File: config.mk
export PLATFORM = sky130hd
export DESIGN_NAME = gpio_arbiter
export DESIGN_NICKNAME = d
export VERILOG_FILES = /design/src/rtl/gpio_arbiter_pkg.sv /design/src/rtl/gpio_arbiter_rr.sv /design/src/rtl/gpio_arbiter.sv
export SDC_FILE = /design/constraint.sdc
export NUM_CORES = 1
export LEC_CHECK = 0
export BUFFER_PORTS_ARGS = -buffer_cell sky130_fd_sc_hd__buf_2
export CAP_MARGIN = 20
export CORE_UTILIZATION = 39
export CTS_CLUSTER_DIAMETER = 80
export CTS_CLUSTER_SIZE = 14
export DETAILED_ROUTE_END_ITERATION = 8
export PLACE_DENSITY_LB_ADDON = 0.15
export REMOVE_ABC_BUFFERS = 1
export SETUP_SLACK_MARGIN = 0.15
export SYNTH_ARGS = -nofsm -noshare
export SYNTH_HDL_FRONTEND = slang
export SYNTH_SLANG_ARGS = --single-unit
File: constraint.sdc
create_clock -name clk -period 4 [get_ports clk]
set_input_delay 0.6 -clock clk [delete_from_list [all_inputs] [get_ports clk]]
set_output_delay 0.6 -clock clk [all_outputs]
set_load 0.03 [all_outputs]
File: src/rtl/gpio_arbiter_pkg.sv
// Shared types and constants for the two-requester GPIO write arbiter.
// Imported by gpio_arbiter and gpio_arbiter_rr.
package gpio_arbiter_pkg;

  typedef enum logic [1:0] {
    IDLE   = 2'd0,
    GRANT  = 2'd1,
    LOCKED = 2'd2
  } state_e;

  localparam logic REQ_CPU = 1'b0;
  localparam logic REQ_LA  = 1'b1;

  localparam int unsigned NREQ = 2;
  localparam int unsigned DW   = 32;
  localparam int unsigned SW   = DW / 8;

  function automatic logic [DW-1:0] merge_bytes(
    input logic [DW-1:0] cur,
    input logic [DW-1:0] wdata,
    input logic [SW-1:0] wstrb
  );
    logic [DW-1:0] res;
    res = cur;
    for (int i = 0; i < SW; i++) begin
      if (wstrb[i]) res[i*8 +: 8] = wdata[i*8 +: 8];
    end
    return res;
  endfunction

endpackage

File: src/rtl/gpio_arbiter_rr.sv
// Two-way round-robin pick: a lone requester wins, a tie goes to
// whichever requester is not the current owner.
module gpio_arbiter_rr
  import gpio_arbiter_pkg::*;
(
  input  logic [NREQ-1:0] valid,
  input  logic            owner,
  output logic            winner
);

  always_comb begin
    winner = ~owner;
    unique case (valid)
      2'b01:   winner = REQ_CPU;
      2'b10:   winner = REQ_LA;
      default: winner = ~owner;
    endcase
  end

endmodule

File: src/rtl/gpio_arbiter.sv
// Round-robin GPIO write arbiter with byte-strobed output register.
// Optional hold-grant lock with idle timeout under GPIO_ARBITER_LOCK_EN.
module gpio_arbiter
  import gpio_arbiter_pkg::*;
#(
  parameter logic [31:0] RESET_VAL    = 32'h0,
  parameter int unsigned LOCK_TIMEOUT = 255
) (
  input  logic        clk,
  input  logic        resetn,
  input  logic [1:0]  req_valid,
  input  logic [3:0]  req_wstrb0,
  input  logic [3:0]  req_wstrb1,
  input  logic [31:0] req_wdata0,
  input  logic [31:0] req_wdata1,
`ifdef GPIO_ARBITER_LOCK_EN
  input  logic [1:0]  req_lock,
`endif
  output logic [1:0]  req_ready,
  output logic [31:0] gpio_out_data,
  output logic        owner
);

  state_e      state_q, state_d;
  logic        winner_q, winner_d;
  logic        owner_q, owner_d;
  logic [31:0] data_q, data_d;
  logic        rr_winner;
  logic [31:0] sel_wdata;
  logic [3:0]  sel_wstrb;

`ifdef GPIO_ARBITER_LOCK_EN
  localparam int unsigned CW =
    (LOCK_TIMEOUT > 1) ? $clog2(LOCK_TIMEOUT) : 1;
  localparam logic [CW-1:0] CNT_LAST = CW'(LOCK_TIMEOUT - 1);

  logic [CW-1:0] cnt_q, cnt_d;
`endif

  gpio_arbiter_rr u_rr (
    .valid  (req_valid),
    .owner  (owner_q),
    .winner (rr_winner)
  );

  assign sel_wdata = winner_q ? req_wdata1 : req_wdata0;
  assign sel_wstrb = winner_q ? req_wstrb1 : req_wstrb0;

  always_comb begin
    state_d   = state_q;
    winner_d  = winner_q;
    owner_d   = owner_q;
    data_d    = data_q;
    req_ready = '0;
`ifdef GPIO_ARBITER_LOCK_EN
    cnt_d     = cnt_q;
`endif
    unique case (state_q)
      IDLE: begin
        if (|req_valid) begin
          winner_d = rr_winner;
          state_d  = GRANT;
        end
      end
      GRANT: begin
        req_ready[winner_q] = 1'b1;
        data_d  = merge_bytes(data_q, sel_wdata, sel_wstrb);
        owner_d = winner_q;
        state_d = IDLE;
`ifdef GPIO_ARBITER_LOCK_EN
        cnt_d   = '0;
        if (req_lock[winner_q]) state_d = LOCKED;
`endif
      end
      LOCKED: begin
`ifdef GPIO_ARBITER_LOCK_EN
        // Only the lock holder may proceed; the other side waits.
        if (req_valid[owner_q]) begin
          winner_d = owner_q;
          cnt_d    = '0;
          state_d  = GRANT;
        end else if (cnt_q == CNT_LAST) begin
          cnt_d    = '0;
          state_d  = IDLE;
        end else begin
          cnt_d    = cnt_q + CW'(1);
        end
`else
        state_d = IDLE;
`endif
      end
      default: state_d = IDLE;
    endcase
  end

  always_ff @(posedge clk or negedge resetn) begin
    if (!resetn) begin
      state_q  <= IDLE;
      winner_q <= REQ_CPU;
      owner_q  <= REQ_LA;
      data_q   <= RESET_VAL;
    end else begin
      state_q  <= state_d;
      winner_q <= winner_d;
      owner_q  <= owner_d;
      data_q   <= data_d;
    end
  end

`ifdef GPIO_ARBITER_LOCK_EN
  always_ff @(posedge clk or negedge resetn) begin
    if (!resetn) cnt_q <= '0;
    else         cnt_q <= cnt_d;
  end
`endif

  assign gpio_out_data = data_q;
  assign owner         = owner_q;

endmodule

After elaboration in Yosys (flattened, before gate mapping)
Index checks and enable logic that the tools add are counted.
Word-level totals
  flip-flop bits (word level): 36
  input port bits: 76
  word-level logic and storage cells: 30
Cells by class
  magnitude comparators: 2
  eq/ne operators: 4
  mux-type cells: 8
  bitwise operators: 1
  reduce and logical (&&, ||, !) cells: 8
Operators by type and width (number)
  two-way mux 32 bit: 1
  AND reduction 2 bit: 5
  two-way mux 2 bit: 3
  equality test 2 x 1 -> 1 bit (second input constant): 2
  two-way mux 4 bit: 1
  equality test 2 bit (second input constant): 1
  zero test 2 bit: 1
  less-than comparator 1 x 2 -> 1 bit (second input constant): 1
  != test 2 bit (second input constant): 1
  one-hot mux 1 bit (2 select lines): 1
  OR reduction 2 bit: 1
  demux 1 bit (select 1 bit): 1
  greater-or-equal comparator 1 bit (second input constant): 1
  logical AND 1 bit: 1
  two-way mux 1 bit: 1
  inverter 1 bit: 1

Depth between registers and ports, before layout
  depth in word-level cells: 5
  depth in mapped cells: 5

Cells and area by module
Synthesis repeated with hierarchy kept, for this count alone.
Unflattened totals
  cells, all modules: 161
  area, all modules: 1786.7 um^2
Modules (own cells, without submodules)
  gpio_arbiter: times used 1, cells each 157, area each 1756.7 um^2
  gpio_arbiter_rr: times used 1, cells each 4, area each 30.0 um^2

Worst setup path after synthesis
No wires, ideal clock.
  path type: register to output
  from: register winner_q
  to: output req_ready[0]
  data arrival time: 1200 ps
  slack: 2200 ps
  stages on the path, launching flop included: 4
  cell sequence: dfrtp_1 > buf_6 > buf_2 > nor2b_1
Between the ends
  longest elaborated chain between the ends: 5
  elaborated cells between the ends (all ways): 6
  classes of those cells: order compare: 2; mux: 3; reduce/logical: 1
RTL lines
  start: declaration: line gpio_arbiter.sv:25  | logic winner_q, winner_d;
  start signal: assignment: line gpio_arbiter.sv:104  | winner_q <= winner_d;
  less-than comparator 1 x 2 -> 1 bit (not written as such) or greater-or-equal comparator 1 bit (tied branches): line gpio_arbiter.sv:66  | req_ready[winner_q] = 1'b1;
  logical AND 1 bit (not written as such): line gpio_arbiter.sv:66
  two-way mux 1 bit (not written as such): line gpio_arbiter.sv:66
  demux 1 bit (select 1 bit) *: line gpio_arbiter.sv:66
  two-way mux 2 bit *: line gpio_arbiter.sv:58  | unique case (state_q)
  end: declaration: line gpio_arbiter.sv:19  | output logic [1:0] req_ready,
Mark *: on every way between the ends. The rest lies on a longest branch, timed or not.

Worst setup path after layout
Ends and elaborated chain as after synthesis.

==> results.md <==
* CTS tree: built
* Clock Tree Root: clkbuf_8
* Seq cells post-synth at 35
* Total Die Area at 4837 sq um
* Tot Pwr at 1.650 mW
* Die Y at 69.55 microns
* Synth Cell Area at 1779 sq um
* Switching power at 0.7497 mW
* Longest Clk Path Bufs at 2
* GPL Wtd Cong at 0.6975
* Fmax achieved at 427.4 MHz
* FF-to-FF setup slack at 1.92 ns
* # rows at 24
* RR Endpoint: gpio_out_data[11]
* Top cells by area, synth: dfrtp_1 48%, mux2i_1 18%, a31oi_1 11%
* Synth warnings at 0
* Power per cell area at 687.1 nW/um^2
* Syn Inst Count at 163
* Most instantiated cells after synthesis: 34 x a21oi_1, 34 x dfrtp_1, 32 x a31oi_1, 32 x mux2i_1
* Clock period minus worst slack at 2.340 ns
* Worst-Skew Late Latency at 0.28 ns
* Die Span X at 69.55 microns
* Vias per inst at 5.141
* Final ANT Viol Nets at 0
* Iter 0 DRT Violations at 65
* CTS sink cnt at 35
* TritonRoute pass-1 iters at 4
* IO buf count at 110
* Synth area leader: dfrtp_1
* Yosys cell types at 17
* Slew margin rel. at 0.4690
* Via count at 1640
* GRT overflow at 0
* I/O pin cnt at 111
* Wire length of the first global-routing pass at 6699 microns
* All-layer global routing usage at 0.1716
* Avg Cell Area, Syn at 10.92 sq um
* DP HPWL at 2880 microns
* Max-slew violation count at 0
* Cells on worst reg2reg path at 4
* Antenna violations before repair at 0
* Yosys top cell area share at 0.4782
* Setup Skew at 0.006106 ns
* ANT cells at 0
* RSZ-0062 raised after global routing: false
* Final hold vios at 0
* WL final at 3967 microns
* Wire per inst at 12.44 microns
* Layout Area Growth over Synthesis at 34.95%
* Critical Path AT at 1.74 ns
* Combinational share of power at 0.480
* Worst slew pin tran at 0.7966 ns
* Clock buffer count from CTS at 5
* Post-CTS Resized at 0
* # nets final at 344
* Vias in the first global route at 1502
* Outcome: complete, no violations
* Largest net degree at the start of global routing at 38
* Number of synthesized flops with an enable pin at 0
* Final setup viols at 0
* Reg-to-reg startpoint: winner_q
* Starting density of the core at 0.4058
* Post-synthesis sequential area ratio at 0.4930
* # DRC at 0
* Postcts setup bufs at 0
* Critical Path Sink Type: output pin
* Internal at 0.9000 mW
* Clock power share at 0.144
* Core area at 4384 sq um
* CP Launch Type: flip-flop
* Worst Hold Class: primary input to asynchronous set/reset pin
* Max-cap viol count at 0
* Critical path class: flip-flop to output pin
* Reg clk slew, reported paths at 0.07 ns
* Asr flop ratio synth at 1.000
* Tcrit/Tclk final at 0.5849
* Synth Flop Type: dfrtp_1
* Lkg Pwr at 1.212 nW
* Layout cells sized above 1 at 0.4794
* Post-CTS Hold Buffers at 0
* Crit Path Max Fanout at 30
* Worst IR drop on VDD at 0.3106 mV
* H-Tree Depth at 2
* Switching share of power at 0.4544
* Crit path required time at 3.40 ns
* Seq pwr share at 0.376
* Fin Setup TNS at 0 ns
## power by group through the flow
| stage | sequential, mW | combinational [mW] | clock, mW |
|---|---|---|---|
| floorplan | 0.915 | 0.257 | 0 |
| global placement | 0.622 | 0.795 | 0 |
| detailed placement | 0.624 | 0.801 | 0 |
| CTS | 0.622 | 0.800 | 0.245 |
| global route | 0.647 | 0.858 | 0.259 |
| finish | 0.620 | 0.792 | 0.238 |
## placed cells by master, fill, tap and decap left out, drive strengths merged
cell and n:
ha 2, mux2i 32, nor2 3, buf 112, a21oi 34, nor2b 1, clkinv 3, dfrtp 34
a31oi 32, mux2 5, inv 2, and2 1, dfstp 1, clkbuf 5
## critical path, stage by stage (launching register included)
cell     delay, ns
dfrtp_2       0.89
buf_4         0.34
nor2b_1       0.06
buf_2         0.17
## state kept, by name (all words and copies together), names as in the netlist
| register | count |
|---|---|
| gpio_out_data | 32 |
| owner | 1 |
| state_q | 1 |
| winner_q | 1 |
## how the worst max path moves through the flow
| stage | start | end | cells after the start |
|---|---|---|---|
| 2_1_floorplan | state_q[0] | req_ready[0] | 1 |
| 3_3_place_gp | winner_q | gpio_out_data[15] | 4 |
| 3_5_place_dp | winner_q | gpio_out_data[11] | 4 |
| 4_1_cts | winner_q | req_ready[0] | 3 |
| 5_1_grt | winner_q | req_ready[0] | 3 |
| 6_report | winner_q | req_ready[0] | 3 |
## logic make-up after synthesis
family | after synthesis | share of synthesized area
flops | 35 | 0.4930
mux | 37 | 0.2138
buf+inv | 18 | 0.05767
compound gates | 66 | 0.2082
simple gates | 5 | 0.01337
fa+ha+maj | 2 | 0.01406
## through the flow
step	util	hold slack, ns	std cells	setup WS [ns]	cell area, sq um
final	0.5477	0.3837	319	1.660	2401
after global routing	0.5477	0.4479	319	1.552	2401
after CTS	0.5477	0.4120	319	1.631	2401
after detailed placement	0.5285	0.5324	311	1.898	2317
after global placement	0.5285	0.5236	311	1.954	2317
after floorplan	-	0.3044	147	1.569	1684
## per-layer routing
metal | wire [microns] | track usage | vias up
li1 | - | - | 825
met1 | 1766 | 0.2146 | 743
met2 | 1843 | 0.2837 | 67
met3 | 311 | 0.05233 | 5
met4 | 45 | 0.05442 | 0
met5 | 0 | 0 | -
## cell type report
| type | instances | area (sq um) |
|---|---|---|
| inverters | 2 | 7.507 |
| multi-input cells | 110 | 799.5 |
| well taps | 52 | 65.06 |
| flip-flops and latches | 35 | 879.6 |
| clock inverters | 3 | 15.01 |
| fillers | 396 | 1983 |
| repair buffers | 112 | 565.5 |
| clock buffers | 5 | 68.82 |
Note: power is estimated with default switching activity, not from simulation.
